`src/rtl/qspi_flash_reader_pkg.sv`:
```
// Shared QSPI definitions: register map, CCR layout, opcodes and data-mode encodings,
// plus the reader FSM state type.
package qspi_flash_reader_pkg;

  typedef enum logic [5:0] {
    REG_CCR = 6'd0,
    REG_ADR = 6'd4,
    REG_DR  = 6'd8,
    REG_STA = 6'd40
  } reg_off_e;

  typedef enum logic [7:0] {
    OP_PP   = 8'h02,
    OP_READ = 8'h03,
    OP_QPP  = 8'h32,
    OP_DOR  = 8'h3B,
    OP_QOR  = 8'h6B
  } opcode_e;

  typedef enum logic [1:0] {
    MODE_X1 = 2'b01,
    MODE_X2 = 2'b10,
    MODE_X4 = 2'b11
  } data_mode_e;

  // Field order of this struct is the CCR bit layout, MSB first.
  typedef struct packed {
    logic       start;
    logic [5:0] prescaler;
    logic [3:0] rsvd;
    logic [4:0] size;
    logic [4:0] dummy;
    logic       write;
    logic [1:0] mode;
    logic [7:0] cmd;
  } ccr_t;

  localparam logic [31:0] STA_IDLE  = 32'd1;
  localparam logic [4:0]  SIZE_WORD = 5'd3;

  typedef enum logic [2:0] {
    ST_IDLE,
    ST_WR_ADR,
    ST_WR_CCR,
    ST_WAIT_START,
    ST_WAIT_DONE,
    ST_RD_DR,
    ST_RESP
  } state_e;

  function automatic logic [31:0] ccr_read_word(input logic [5:0] prescaler,
                                                input logic [4:0] dummy,
                                                input logic [1:0] mode,
                                                input logic [7:0] cmd);
    ccr_t c;
    c.start     = 1'b1;
    c.prescaler = prescaler;
    c.rsvd      = 4'b0;
    c.size      = SIZE_WORD;
    c.dummy     = dummy;
    c.write     = 1'b0;
    c.mode      = mode;
    c.cmd       = cmd;
    return c;
  endfunction

endpackage

```
`src/rtl/qspi_flash_reader_if.sv`:
```
// Request/response handshake and QSPI-master register bus seen by the flash reader.
// slave = reader side, master = environment (requester + register file) side.
interface qspi_flash_reader_if;
  logic        req_valid_i;
  logic        req_ready_o;
  logic [23:0] req_addr_i;
  logic        rsp_valid_o;
  logic        rsp_ready_i;
  logic [31:0] rsp_data_o;
  logic        rsp_err_o;
  logic        busy_o;
  logic        qspi_write_o;
  logic [3:0]  qspi_be_o;
  logic [5:0]  qspi_addr_o;
  logic [31:0] qspi_wdata_o;
  logic [31:0] qspi_rdata_i;

  modport slave (
    input  req_valid_i, req_addr_i, rsp_ready_i, qspi_rdata_i,
    output req_ready_o, rsp_valid_o, rsp_data_o, rsp_err_o, busy_o,
           qspi_write_o, qspi_be_o, qspi_addr_o, qspi_wdata_o
  );

  modport master (
    output req_valid_i, req_addr_i, rsp_ready_i, qspi_rdata_i,
    input  req_ready_o, rsp_valid_o, rsp_data_o, rsp_err_o, busy_o,
           qspi_write_o, qspi_be_o, qspi_addr_o, qspi_wdata_o
  );
endinterface

```
`src/rtl/qspi_flash_reader.sv`:
```
// Sequences one flash word read on the QSPI master register bus:
// program ADR, program+start CCR, poll STA, fetch DR, hand the word back.
module qspi_flash_reader
  import qspi_flash_reader_pkg::*;
#(
  parameter logic [7:0]  RD_CMD    = OP_QOR,
  parameter logic [1:0]  DATA_MODE = MODE_X4,
  parameter logic [4:0]  DUMMY     = 5'd4,
  parameter logic [5:0]  PRESCALER = 6'd1,
  parameter int unsigned TIMEOUT   = 1024
) (
  input logic                clk_i,
  input logic                rst_ni,
  qspi_flash_reader_if.slave bus
);

  localparam int unsigned     CNT_W    = (TIMEOUT > 2) ? $clog2(TIMEOUT) : 1;
  localparam logic [CNT_W-1:0] CNT_LAST = CNT_W'(TIMEOUT - 1);
  localparam logic [31:0]      CCR_RD   = ccr_read_word(PRESCALER, DUMMY, DATA_MODE, RD_CMD);

  state_e           state_q, state_d;
  logic [CNT_W-1:0] cnt_q, cnt_d;
  logic             timed_out;
  logic             sta_idle;

  logic        req_ready_q, req_ready_d;
  logic        rsp_valid_q, rsp_valid_d;
  logic [31:0] rsp_data_q,  rsp_data_d;
  logic        rsp_err_q,   rsp_err_d;
  logic        busy_q,      busy_d;
  logic        write_q,     write_d;
  logic [3:0]  be_q,        be_d;
  logic [5:0]  addr_q,      addr_d;
  logic [31:0] wdata_q,     wdata_d;

  assign sta_idle = (bus.qspi_rdata_i == STA_IDLE);

  always_ff @(posedge clk_i) begin
    if (!rst_ni) begin
      state_q     <= ST_IDLE;
      cnt_q       <= '0;
      req_ready_q <= 1'b1;
      rsp_valid_q <= 1'b0;
      rsp_data_q  <= '0;
      rsp_err_q   <= 1'b0;
      busy_q      <= 1'b0;
      write_q     <= 1'b0;
      be_q        <= '0;
      addr_q      <= REG_STA;
      wdata_q     <= '0;
    end else begin
      state_q     <= state_d;
      cnt_q       <= cnt_d;
      req_ready_q <= req_ready_d;
      rsp_valid_q <= rsp_valid_d;
      rsp_data_q  <= rsp_data_d;
      rsp_err_q   <= rsp_err_d;
      busy_q      <= busy_d;
      write_q     <= write_d;
      be_q        <= be_d;
      addr_q      <= addr_d;
      wdata_q     <= wdata_d;
    end
  end

  // Read data lags the register address by one cycle, so STA is first trusted on the
  // second WAIT_START cycle and DR on the second RD_DR cycle (cnt_q != 0).
  always_comb begin
    state_d   = state_q;
    timed_out = 1'b0;
    unique case (state_q)
      ST_IDLE:       if (bus.req_valid_i && req_ready_q) state_d = ST_WR_ADR;
      ST_WR_ADR:     state_d = ST_WR_CCR;
      ST_WR_CCR:     state_d = ST_WAIT_START;
      ST_WAIT_START: begin
        if (cnt_q != '0 && !sta_idle) begin
          state_d = ST_WAIT_DONE;
        end else if (cnt_q == CNT_LAST) begin
          state_d   = ST_RESP;
          timed_out = 1'b1;
        end
      end
      ST_WAIT_DONE: begin
        if (sta_idle) begin
          state_d = ST_RD_DR;
        end else if (cnt_q == CNT_LAST) begin
          state_d   = ST_RESP;
          timed_out = 1'b1;
        end
      end
      ST_RD_DR:      if (cnt_q != '0) state_d = ST_RESP;
      ST_RESP:       if (bus.rsp_ready_i) state_d = ST_IDLE;
      default:       state_d = ST_IDLE;
    endcase

    cnt_d = '0;
    if (state_d == state_q && state_q inside {ST_WAIT_START, ST_WAIT_DONE, ST_RD_DR})
      cnt_d = cnt_q + 1'b1;
  end

  // Registered outputs are computed from the state being entered.
  always_comb begin
    req_ready_d = (state_d == ST_IDLE);
    busy_d      = (state_d != ST_IDLE);
    rsp_valid_d = (state_d == ST_RESP);
    write_d     = (state_d == ST_WR_ADR) || (state_d == ST_WR_CCR);
    be_d        = write_d ? 4'b1111 : 4'b0000;
    rsp_data_d  = rsp_data_q;
    rsp_err_d   = rsp_err_q;

    unique case (state_d)
      ST_WR_ADR: begin
        addr_d  = REG_ADR;
        wdata_d = {8'h00, bus.req_addr_i};
      end
      ST_WR_CCR: begin
        addr_d  = REG_CCR;
        wdata_d = CCR_RD;
      end
      ST_RD_DR: begin
        addr_d  = REG_DR;
        wdata_d = '0;
      end
      default: begin
        addr_d  = REG_STA;
        wdata_d = '0;
      end
    endcase

    if (timed_out) begin
      rsp_err_d  = 1'b1;
      rsp_data_d = '0;
    end else if (state_q == ST_RD_DR && state_d == ST_RESP) begin
      rsp_data_d = bus.qspi_rdata_i;
    end else if (state_q == ST_RESP && state_d == ST_IDLE) begin
      rsp_err_d = 1'b0;
    end
  end

  assign bus.req_ready_o  = req_ready_q;
  assign bus.rsp_valid_o  = rsp_valid_q;
  assign bus.rsp_data_o   = rsp_data_q;
  assign bus.rsp_err_o    = rsp_err_q;
  assign bus.busy_o       = busy_q;
  assign bus.qspi_write_o = write_q;
  assign bus.qspi_be_o    = be_q;
  assign bus.qspi_addr_o  = addr_q;
  assign bus.qspi_wdata_o = wdata_q;

endmodule
```
`src/flat_wrapper.sv`:
```
// flat-port wrapper written by rule: the top's interface ports become plain ports
module qspi_flash_reader_flat import qspi_flash_reader_pkg::*;
#(
  parameter logic [7:0]  RD_CMD    = OP_QOR,
  parameter logic [1:0]  DATA_MODE = MODE_X4,
  parameter logic [4:0]  DUMMY     = 5'd4,
  parameter logic [5:0]  PRESCALER = 6'd1,
  parameter int unsigned TIMEOUT   = 1024
)
  (clk_i, rst_ni, bus_req_valid_i, bus_req_addr_i, bus_rsp_ready_i, bus_qspi_rdata_i, bus_req_ready_o, bus_rsp_valid_o, bus_rsp_data_o, bus_rsp_err_o, bus_busy_o, bus_qspi_write_o, bus_qspi_be_o, bus_qspi_addr_o, bus_qspi_wdata_o);
  qspi_flash_reader_if bus_i ();
  input logic clk_i;
  input logic rst_ni;
  input wire logic [$bits(bus_i.req_valid_i)-1:0] bus_req_valid_i;
  input wire logic [$bits(bus_i.req_addr_i)-1:0] bus_req_addr_i;
  input wire logic [$bits(bus_i.rsp_ready_i)-1:0] bus_rsp_ready_i;
  input wire logic [$bits(bus_i.qspi_rdata_i)-1:0] bus_qspi_rdata_i;
  output wire logic [$bits(bus_i.req_ready_o)-1:0] bus_req_ready_o;
  output wire logic [$bits(bus_i.rsp_valid_o)-1:0] bus_rsp_valid_o;
  output wire logic [$bits(bus_i.rsp_data_o)-1:0] bus_rsp_data_o;
  output wire logic [$bits(bus_i.rsp_err_o)-1:0] bus_rsp_err_o;
  output wire logic [$bits(bus_i.busy_o)-1:0] bus_busy_o;
  output wire logic [$bits(bus_i.qspi_write_o)-1:0] bus_qspi_write_o;
  output wire logic [$bits(bus_i.qspi_be_o)-1:0] bus_qspi_be_o;
  output wire logic [$bits(bus_i.qspi_addr_o)-1:0] bus_qspi_addr_o;
  output wire logic [$bits(bus_i.qspi_wdata_o)-1:0] bus_qspi_wdata_o;
  assign bus_i.req_valid_i = bus_req_valid_i;
  assign bus_i.req_addr_i = bus_req_addr_i;
  assign bus_i.rsp_ready_i = bus_rsp_ready_i;
  assign bus_i.qspi_rdata_i = bus_qspi_rdata_i;
  assign bus_req_ready_o = bus_i.req_ready_o;
  assign bus_rsp_valid_o = bus_i.rsp_valid_o;
  assign bus_rsp_data_o = bus_i.rsp_data_o;
  assign bus_rsp_err_o = bus_i.rsp_err_o;
  assign bus_busy_o = bus_i.busy_o;
  assign bus_qspi_write_o = bus_i.qspi_write_o;
  assign bus_qspi_be_o = bus_i.qspi_be_o;
  assign bus_qspi_addr_o = bus_i.qspi_addr_o;
  assign bus_qspi_wdata_o = bus_i.qspi_wdata_o;
  qspi_flash_reader #(.RD_CMD(RD_CMD), .DATA_MODE(DATA_MODE), .DUMMY(DUMMY), .PRESCALER(PRESCALER), .TIMEOUT(TIMEOUT)) u_core (.clk_i(clk_i), .rst_ni(rst_ni), .bus(bus_i));
endmodule
```
`config.mk`:
```
export PLATFORM = sky130hd
export DESIGN_NAME = qspi_flash_reader_flat
export DESIGN_NICKNAME = d
export VERILOG_FILES = /design/src/rtl/qspi_flash_reader_pkg.sv /design/src/rtl/qspi_flash_reader_if.sv /design/src/rtl/qspi_flash_reader.sv /design/src/flat_wrapper.sv
export SDC_FILE = /design/constraint.sdc
export NUM_CORES = 1
export LEC_CHECK = 0
export BUFFER_PORTS_ARGS = -buffer_cell sky130_fd_sc_hd__buf_2
export CAP_MARGIN = 10
export CORE_AREA = 4 4 84 86
export CTS_BUF_LIST = sky130_fd_sc_hd__clkbuf_8
export CTS_CLUSTER_DIAMETER = 30
export DETAILED_ROUTE_END_ITERATION = 8
export DIE_AREA = 0 0 88 90
export PLACE_DENSITY = 0.94
export SKIP_CTS_REPAIR_TIMING = 1
export SLEW_MARGIN = 20
export SYNTH_ARGS = -nofsm -noshare
export SYNTH_HDL_FRONTEND = slang
export SYNTH_SLANG_ARGS = --single-unit
```
`constraint.sdc`:
```
create_clock -name clk_i -period 3.1 [get_ports clk_i]
set_clock_uncertainty 0.15 [all_clocks]
set_input_delay 0.775 -clock clk_i [delete_from_list [all_inputs] [get_ports clk_i]]
set_output_delay 0.775 -clock clk_i [all_outputs]
set_load 0.03 [all_outputs]
```
==> impl_metrics.ini, run 1 <==
[outcome]
status = finished clean

[global_route]
track_usage_pct = 19.8
grt_pass1_wl_mm = 12.6
overflow = 0
grt_max_degree = 38
grt_pass1_vias = 2775
antenna_found_initial = 0

[cells_and_area]
area.sequential_um2 = 1560
fill_cells = 491
drive_above_1_share_pct = 37.0
final_common_cell = buf_2
antenna_cells = 0
areaGrowthSynthToFinish_pct = 24.3
multi_input_area_um2 = 1500
mostFrequentLayoutCells = 129 x buf_2, 78 x dfxtp_1, 33 x a211oi_1
final_net_count = 498

[drt]
wirelength_met1_mm = 3.17
met3_length_um = 542
wl_per_cell_um = 15.3
met2WireLength_mm = 4.00
routed_wl_mm = 7.91
ant_nets = 0
drtIter0Drc = 235
top_layer = met4
drc_errors = 0
vias = 2860
via_per_inst = 5.52
first_pass_iters = 4

[power]
power_density_nw_per_um2 = 542
power_frac_comb_pct = 18.8
intPower_mw = 1.52
switching_share_pct = 31.0
seq_power_share_pct = 49.5
p_sw_mw = 0.681
power_leakage_nw = 1.69
ir_drop_mv = 0.471
p_total_mw = 2.20
p_clk_share_pct = 31.7

[logic_synthesis]
syn_inst = 321
synth_edf_count = 0
synth_seq_cells = 78
yosysWarnings = 0
yosysSeqAreaShare_pct = 47.9
synth_area_leaders = dfxtp_1 48%, mux2i_1 9.8%, a211oi_1 7.6%
synthFlopType = dfxtp_1
netlist.area_leader.share_pct = 47.9
synth_area_leader_cell = dfxtp_1
synth.distinct_cells = 49
syn_area_um2 = 3260
syn_area_per_cell_um2 = 10.2
synthArstFlopShare_pct = 0

[job]
drv_cap = 0

[timing]
slew_violations = 0
setup_slack_ns = 0.456
slew_headroom_pct = 35.8
worst_pin_slew_ns = 0.964
min_period_ns = 2.64
finalHoldViolCount = 0
finalCritPeriodShare_pct = 85.3
grt_setup_unrepaired = false
setup_viol = 0
fmax_mhz = 378

[clock_tree]
clk_pin_slew_ns = 0.09
cts-root-buf = clkbuf_8
cts_tree = done
clk_latency_ns = 0.34
clk_path_buf_depth = 2
clock_sinks = 78
cts_buffers = 9
cts_max_level = 3

[placement]
place_ws_ns = -0.124
gp_congestion = 0.871
numPortBuffers = 129
dpl.hpwl_mm = 5.83

[setup_path]
crit_path_start_kind = flop
worst-path-buf-inv = 0
end_kind = flop
cp_top_family = compound AO/OA/AOI/OAI gates
crit_required_ns = 3.14
path_cells = ha_1, nand3_1, o31ai_1, a21oi_1, a22oi_2, o21ai_0
worstSetupPathType = flop to flop
slowest_delay_ns = 0.77
cp_max_fo = 27
crit_arrival_ns = 2.68
cp_slowest_cell = a22oi_2

[floorplanning]
num_rows = 29
boundaryPins = 139
die_area_um2 = 7920
die_x_um = 88
die_h_um = 90
initial_core_util_pct = 52.0
core_um2 = 6280

[worst_hold_path]
hp-class = flop to flop
==> path summary, 6_finish.rpt <==
kind,from,to,slack (ns),depth (start not counted)
setup / recovery,u_core.cnt_q[0]$_SDFF_PN0_,u_core.bus.qspi_wdata_o[8]$_SDFF_PN0_,0.46,6
hold / removal,u_core.bus.rsp_data_o[12]$_SDFFE_PP0P_,u_core.bus.rsp_data_o[12]$_SDFFE_PP0P_,0.40,2
setup reg to reg,u_core.cnt_q[0]$_SDFF_PN0_,u_core.bus.qspi_wdata_o[8]$_SDFF_PN0_,0.46,6
hold reg to reg,u_core.bus.rsp_data_o[12]$_SDFFE_PP0P_,u_core.bus.rsp_data_o[12]$_SDFFE_PP0P_,0.40,2
==> area by class of cell <==
| type | instances | share of cell area, % |
|---|---|---|
| clock buffer | 11 | 3.73 |
| clock inverter | 5 | 0.833 |
| inverter | 9 | 0.833 |
| multi-input combinational | 205 | 37.0 |
| sequential | 78 | 38.5 |
| tap | 77 | 2.38 |
| timing repair buffer | 133 | 16.7 |
==> registers in the layout (all words and copies together), names as in the netlist <==
signal / flops
u_core.bus.busy_o: 1
u_core.bus.qspi_be_o: 1
u_core.state_q: 3
u_core.bus.rsp_err_o: 1
u_core.bus.req_ready_o: 1
u_core.cnt_q: 10
u_core.bus.qspi_wdata_o: 25
u_core.bus.qspi_addr_o: 3
u_core.bus.rsp_valid_o: 1
u_core.bus.rsp_data_o: 32
==> kinds of logic (layout without fill, tap and decap cells) <==
group / Yosys count / after routing / share of synthesized area, %
muxes: 32 / 32 / 9.82
adders and majority gates: 2 / 2 / 0.767
AOI/OAI and AO/OA: 73 / 73 / 16.3
other: 1 / 9 / 0.115
xor gates and xnor gates: 8 / 8 / 2.15
and+or+nand+nor: 81 / 81 / 15.3
DFF: 78 / 78 / 47.9
buffers and inverters: 46 / 158 / 7.67
==> worst reg2reg max path, cell delays in order, from the launching register on <==
cell	delay, ns
dfxtp_1	0.42
ha_1	0.30
nand3_1	0.17
o31ai_1	0.32
a21oi_1	0.15
a22oi_2	0.77
o21ai_0	0.22
==> power by group through the flow <==
stage          Combinational (mW)  Clock (mW)  Sequential, mW
4_1_cts                     0.415       0.709            1.09
3_3_place_gp                0.406           0            1.11
3_5_place_dp                0.414           0            1.11
6_report                    0.413       0.697            1.09
5_1_grt                     0.446       0.752            1.09
2_1_floorplan               0.208           0            1.21
==> per-stage QoR <==
step | cells | hold WS (ns) | setup TNS, ns | util, % | instance area, µm²
floorplan | 329 | 0.344 | 0 | - | 3290
global placement | 502 | 0.369 | 0 | 61.5 | 3860
detailed placement | 502 | 0.381 | -2.82 | 61.5 | 3860
CTS | 518 | 0.399 | 0 | 64.5 | 4050
global route | 518 | 0.415 | 0 | 64.6 | 4050
finish | 518 | 0.395 | 0 | 64.6 | 4050
==> cell usage after synthesis, types with 2 or more instances <==
| master | count |
|---|---|
| o21ai_0 | 14 |
| a211oi_1 | 33 |
| nor4_1 | 16 |
| o21ai_1 | 2 |
| o211ai_1 | 2 |
| nand3_1 | 7 |
| inv_1 | 9 |
| or3_1 | 3 |
| o31ai_1 | 2 |
| and4_2 | 2 |
| nand4_1 | 2 |
| dfxtp_1 | 78 |
| a21oi_1 | 5 |
| clkbuf_1 | 14 |
| a21o_1 | 2 |
| xor2_1 | 5 |
| ha_1 | 2 |
| mux2i_1 | 32 |
| buf_4 | 17 |
| xnor2_1 | 3 |
| and3_1 | 2 |
| a31oi_1 | 3 |
| nor3b_1 | 15 |
| nor2_1 | 5 |
| buf_2 | 5 |
| a41oi_1 | 2 |
| nand2_1 | 17 |
==> metal layers <==
metal  up-vias  GRT usage [%]
met5         -              0
met2       109           33.1
met1      1336           22.9
li1       1396              -
met4         0           11.4
met3        19           3.84
Note: power is estimated with default switching activity, not from simulation.
==> run 2, diff against run 1 <==
--- a/config.mk
+++ b/config.mk
@@ -12,7 +12,7 @@
 export CTS_CLUSTER_DIAMETER = 30
 export DETAILED_ROUTE_END_ITERATION = 8
 export DIE_AREA = 0 0 88 90
-export PLACE_DENSITY = 0.94
+export PLACE_DENSITY_LB_ADDON = 0.08
 export SKIP_CTS_REPAIR_TIMING = 1
 export SLEW_MARGIN = 20
 export SYNTH_ARGS = -nofsm -noshare
==> run 2 against run 1 <==
Compared with the run above: worst hold slack worse by 0.011 ns; cell count up 0.39%; largest power group unchanged; utilization up 0.22 points; largest cell class unchanged.
==> impl_metrics.ini, run 2 (synthesis gave the netlist of run 1 again) <==
[timing]
setup_slack_ns = 0.612
slew_violations = 0
finalHoldViolCount = 0
fin_setup_tns_ns = 0
fmax_mhz = 402
finalCritPeriodShare_pct = 80.3
slew_headroom_pct = 53.4
grt_setup_unrepaired = false
worst_pin_slew_ns = 0.699
setup_viol = 0
min_period_ns = 2.49

[drt]
first_pass_iters = 4
via_per_inst = 5.37
drtIter0Drc = 124
ant_nets = 0
wl_per_cell_um = 14.9
vias = 2790
drc_errors = 0
routed_wl_mm = 7.75

[floorplanning]
die_area_um2 = 7920
core_um2 = 6280
initial_core_util_pct = 52.0
die_x_um = 88
num_rows = 29
boundaryPins = 139
die_h_um = 90

[setup_path]
worstSetupPathType = flop to flop
r2r_cells = 7
crit_arrival_ns = 2.54
worst_r2r_endpoint = u_core.bus.qspi_wdata_o[16]$_SDFF_PN0_
rrSetupSlack_ns = 0.61
crit_end = u_core.bus.qspi_wdata_o[16]$_SDFF_PN0_
crit_path_start_kind = flop
crit_start = u_core.cnt_q[0]$_SDFF_PN0_
cp_max_fo = 18
crit_required_ns = 3.15
end_kind = flop
timing.rr.start = u_core.cnt_q[0]$_SDFF_PN0_

[worst_hold_path]
hp-class = flop to flop

[clock_tree]
clk_latency_ns = 0.34
cts_tree = done
clock_sinks = 78
clk_pin_slew_ns = 0.08
cts_max_level = 3
cts_buffers = 9
cts-root-buf = clkbuf_8
clk_path_buf_depth = 2

[global_route]
grt_pass1_wl_mm = 12.1
track_usage_pct = 18.7
grt_max_degree = 38
overflow = 0
grt_pass1_vias = 2577
antenna_found_initial = 0

[power]
p_total_mw = 2.18
ir_drop_mv = 0.397
power_leakage_nw = 1.69
power_density_nw_per_um2 = 536

[placement]
gp_congestion = 0.834
dpl.hpwl_mm = 5.51
numPortBuffers = 129
place_area_um2 = 3880
place_ws_ns = 0.222

[cells_and_area]
largest_reg_flops = 32
final_net_count = 500
drive_above_1_share_pct = 37.2
final_common_cell = buf_2
mostFrequentLayoutCells = 129 x buf_2, 78 x dfxtp_1, 33 x a211oi_1
areaGrowthSynthToFinish_pct = 24.7
fill_cells = 566
antenna_cells = 0
final_area_um2 = 4070

[outcome]
status = finished clean

[job]
drv_cap = 0
==> run 2: report_power, final <==
part | internal (mW) | total [mW] | switching [mW]
Sequential | 1.06 | 1.09 | 0.0288
Clock | 0.308 | 0.673 | 0.365
Combinational | 0.128 | 0.420 | 0.292
==> run 2: metal layers <==
metal	track usage (%)	vias to the layer above	part of all wire, %
li1	-	1400	-
met1	25.8	1291	45
met2	29.0	89	47
met3	4.57	10	6.8
met4	4.99	0	1.4
met5	0	-	0
==> run 2: final cells by class <==
cell class	instances	area, µm²	share of cell area (%)
clock buffers	10	138	3.38
repair buffers	135	707	17.4
clock inverters	6	37.5	0.923
inverters	9	33.8	0.831
flip-flops and latches	78	1560	38.4
well taps	77	96.3	2.37
multi-input cells	205	1490	36.7
==> run 2: how the worst min path moves through the flow <==
stage,startpoint,endpoint,slack (ns),cells after the start
detailed placement,u_core.bus.rsp_data_o[18]$_SDFFE_PP0P_,u_core.bus.rsp_data_o[18]$_SDFFE_PP0P_,0.38,2
global placement,u_core.bus.rsp_data_o[30]$_SDFFE_PP0P_,u_core.bus.rsp_data_o[30]$_SDFFE_PP0P_,0.37,2
global route,u_core.bus.rsp_data_o[13]$_SDFFE_PP0P_,u_core.bus.rsp_data_o[13]$_SDFFE_PP0P_,0.40,2
CTS,u_core.bus.rsp_data_o[13]$_SDFFE_PP0P_,u_core.bus.rsp_data_o[13]$_SDFFE_PP0P_,0.39,2
finish,u_core.bus.rsp_data_o[13]$_SDFFE_PP0P_,u_core.bus.rsp_data_o[13]$_SDFFE_PP0P_,0.38,2
floorplan,u_core.cnt_q[0]$_SDFF_PN0_,u_core.cnt_q[0]$_SDFF_PN0_,0.34,1
==> run 2: worst max-delay path, stage by stage, from the launching register on <==
cell,delay (ns)
dfxtp_1,0.43
ha_1,0.30
nand3_1,0.17
o31ai_1,0.37
a21oi_1,0.14
a22oi_2,0.45
buf_6,0.24
o21ai_0,0.11
==> run 2: through the flow <==
step                      hold WS [ns]  std cells  utilization (%)
after floorplan                  0.344        329                -
after global placement           0.373        503             61.8
after detailed placement         0.376        503             61.8
after CTS                        0.386        519             64.6
after global routing             0.405        520             64.8
final                            0.385        520             64.8
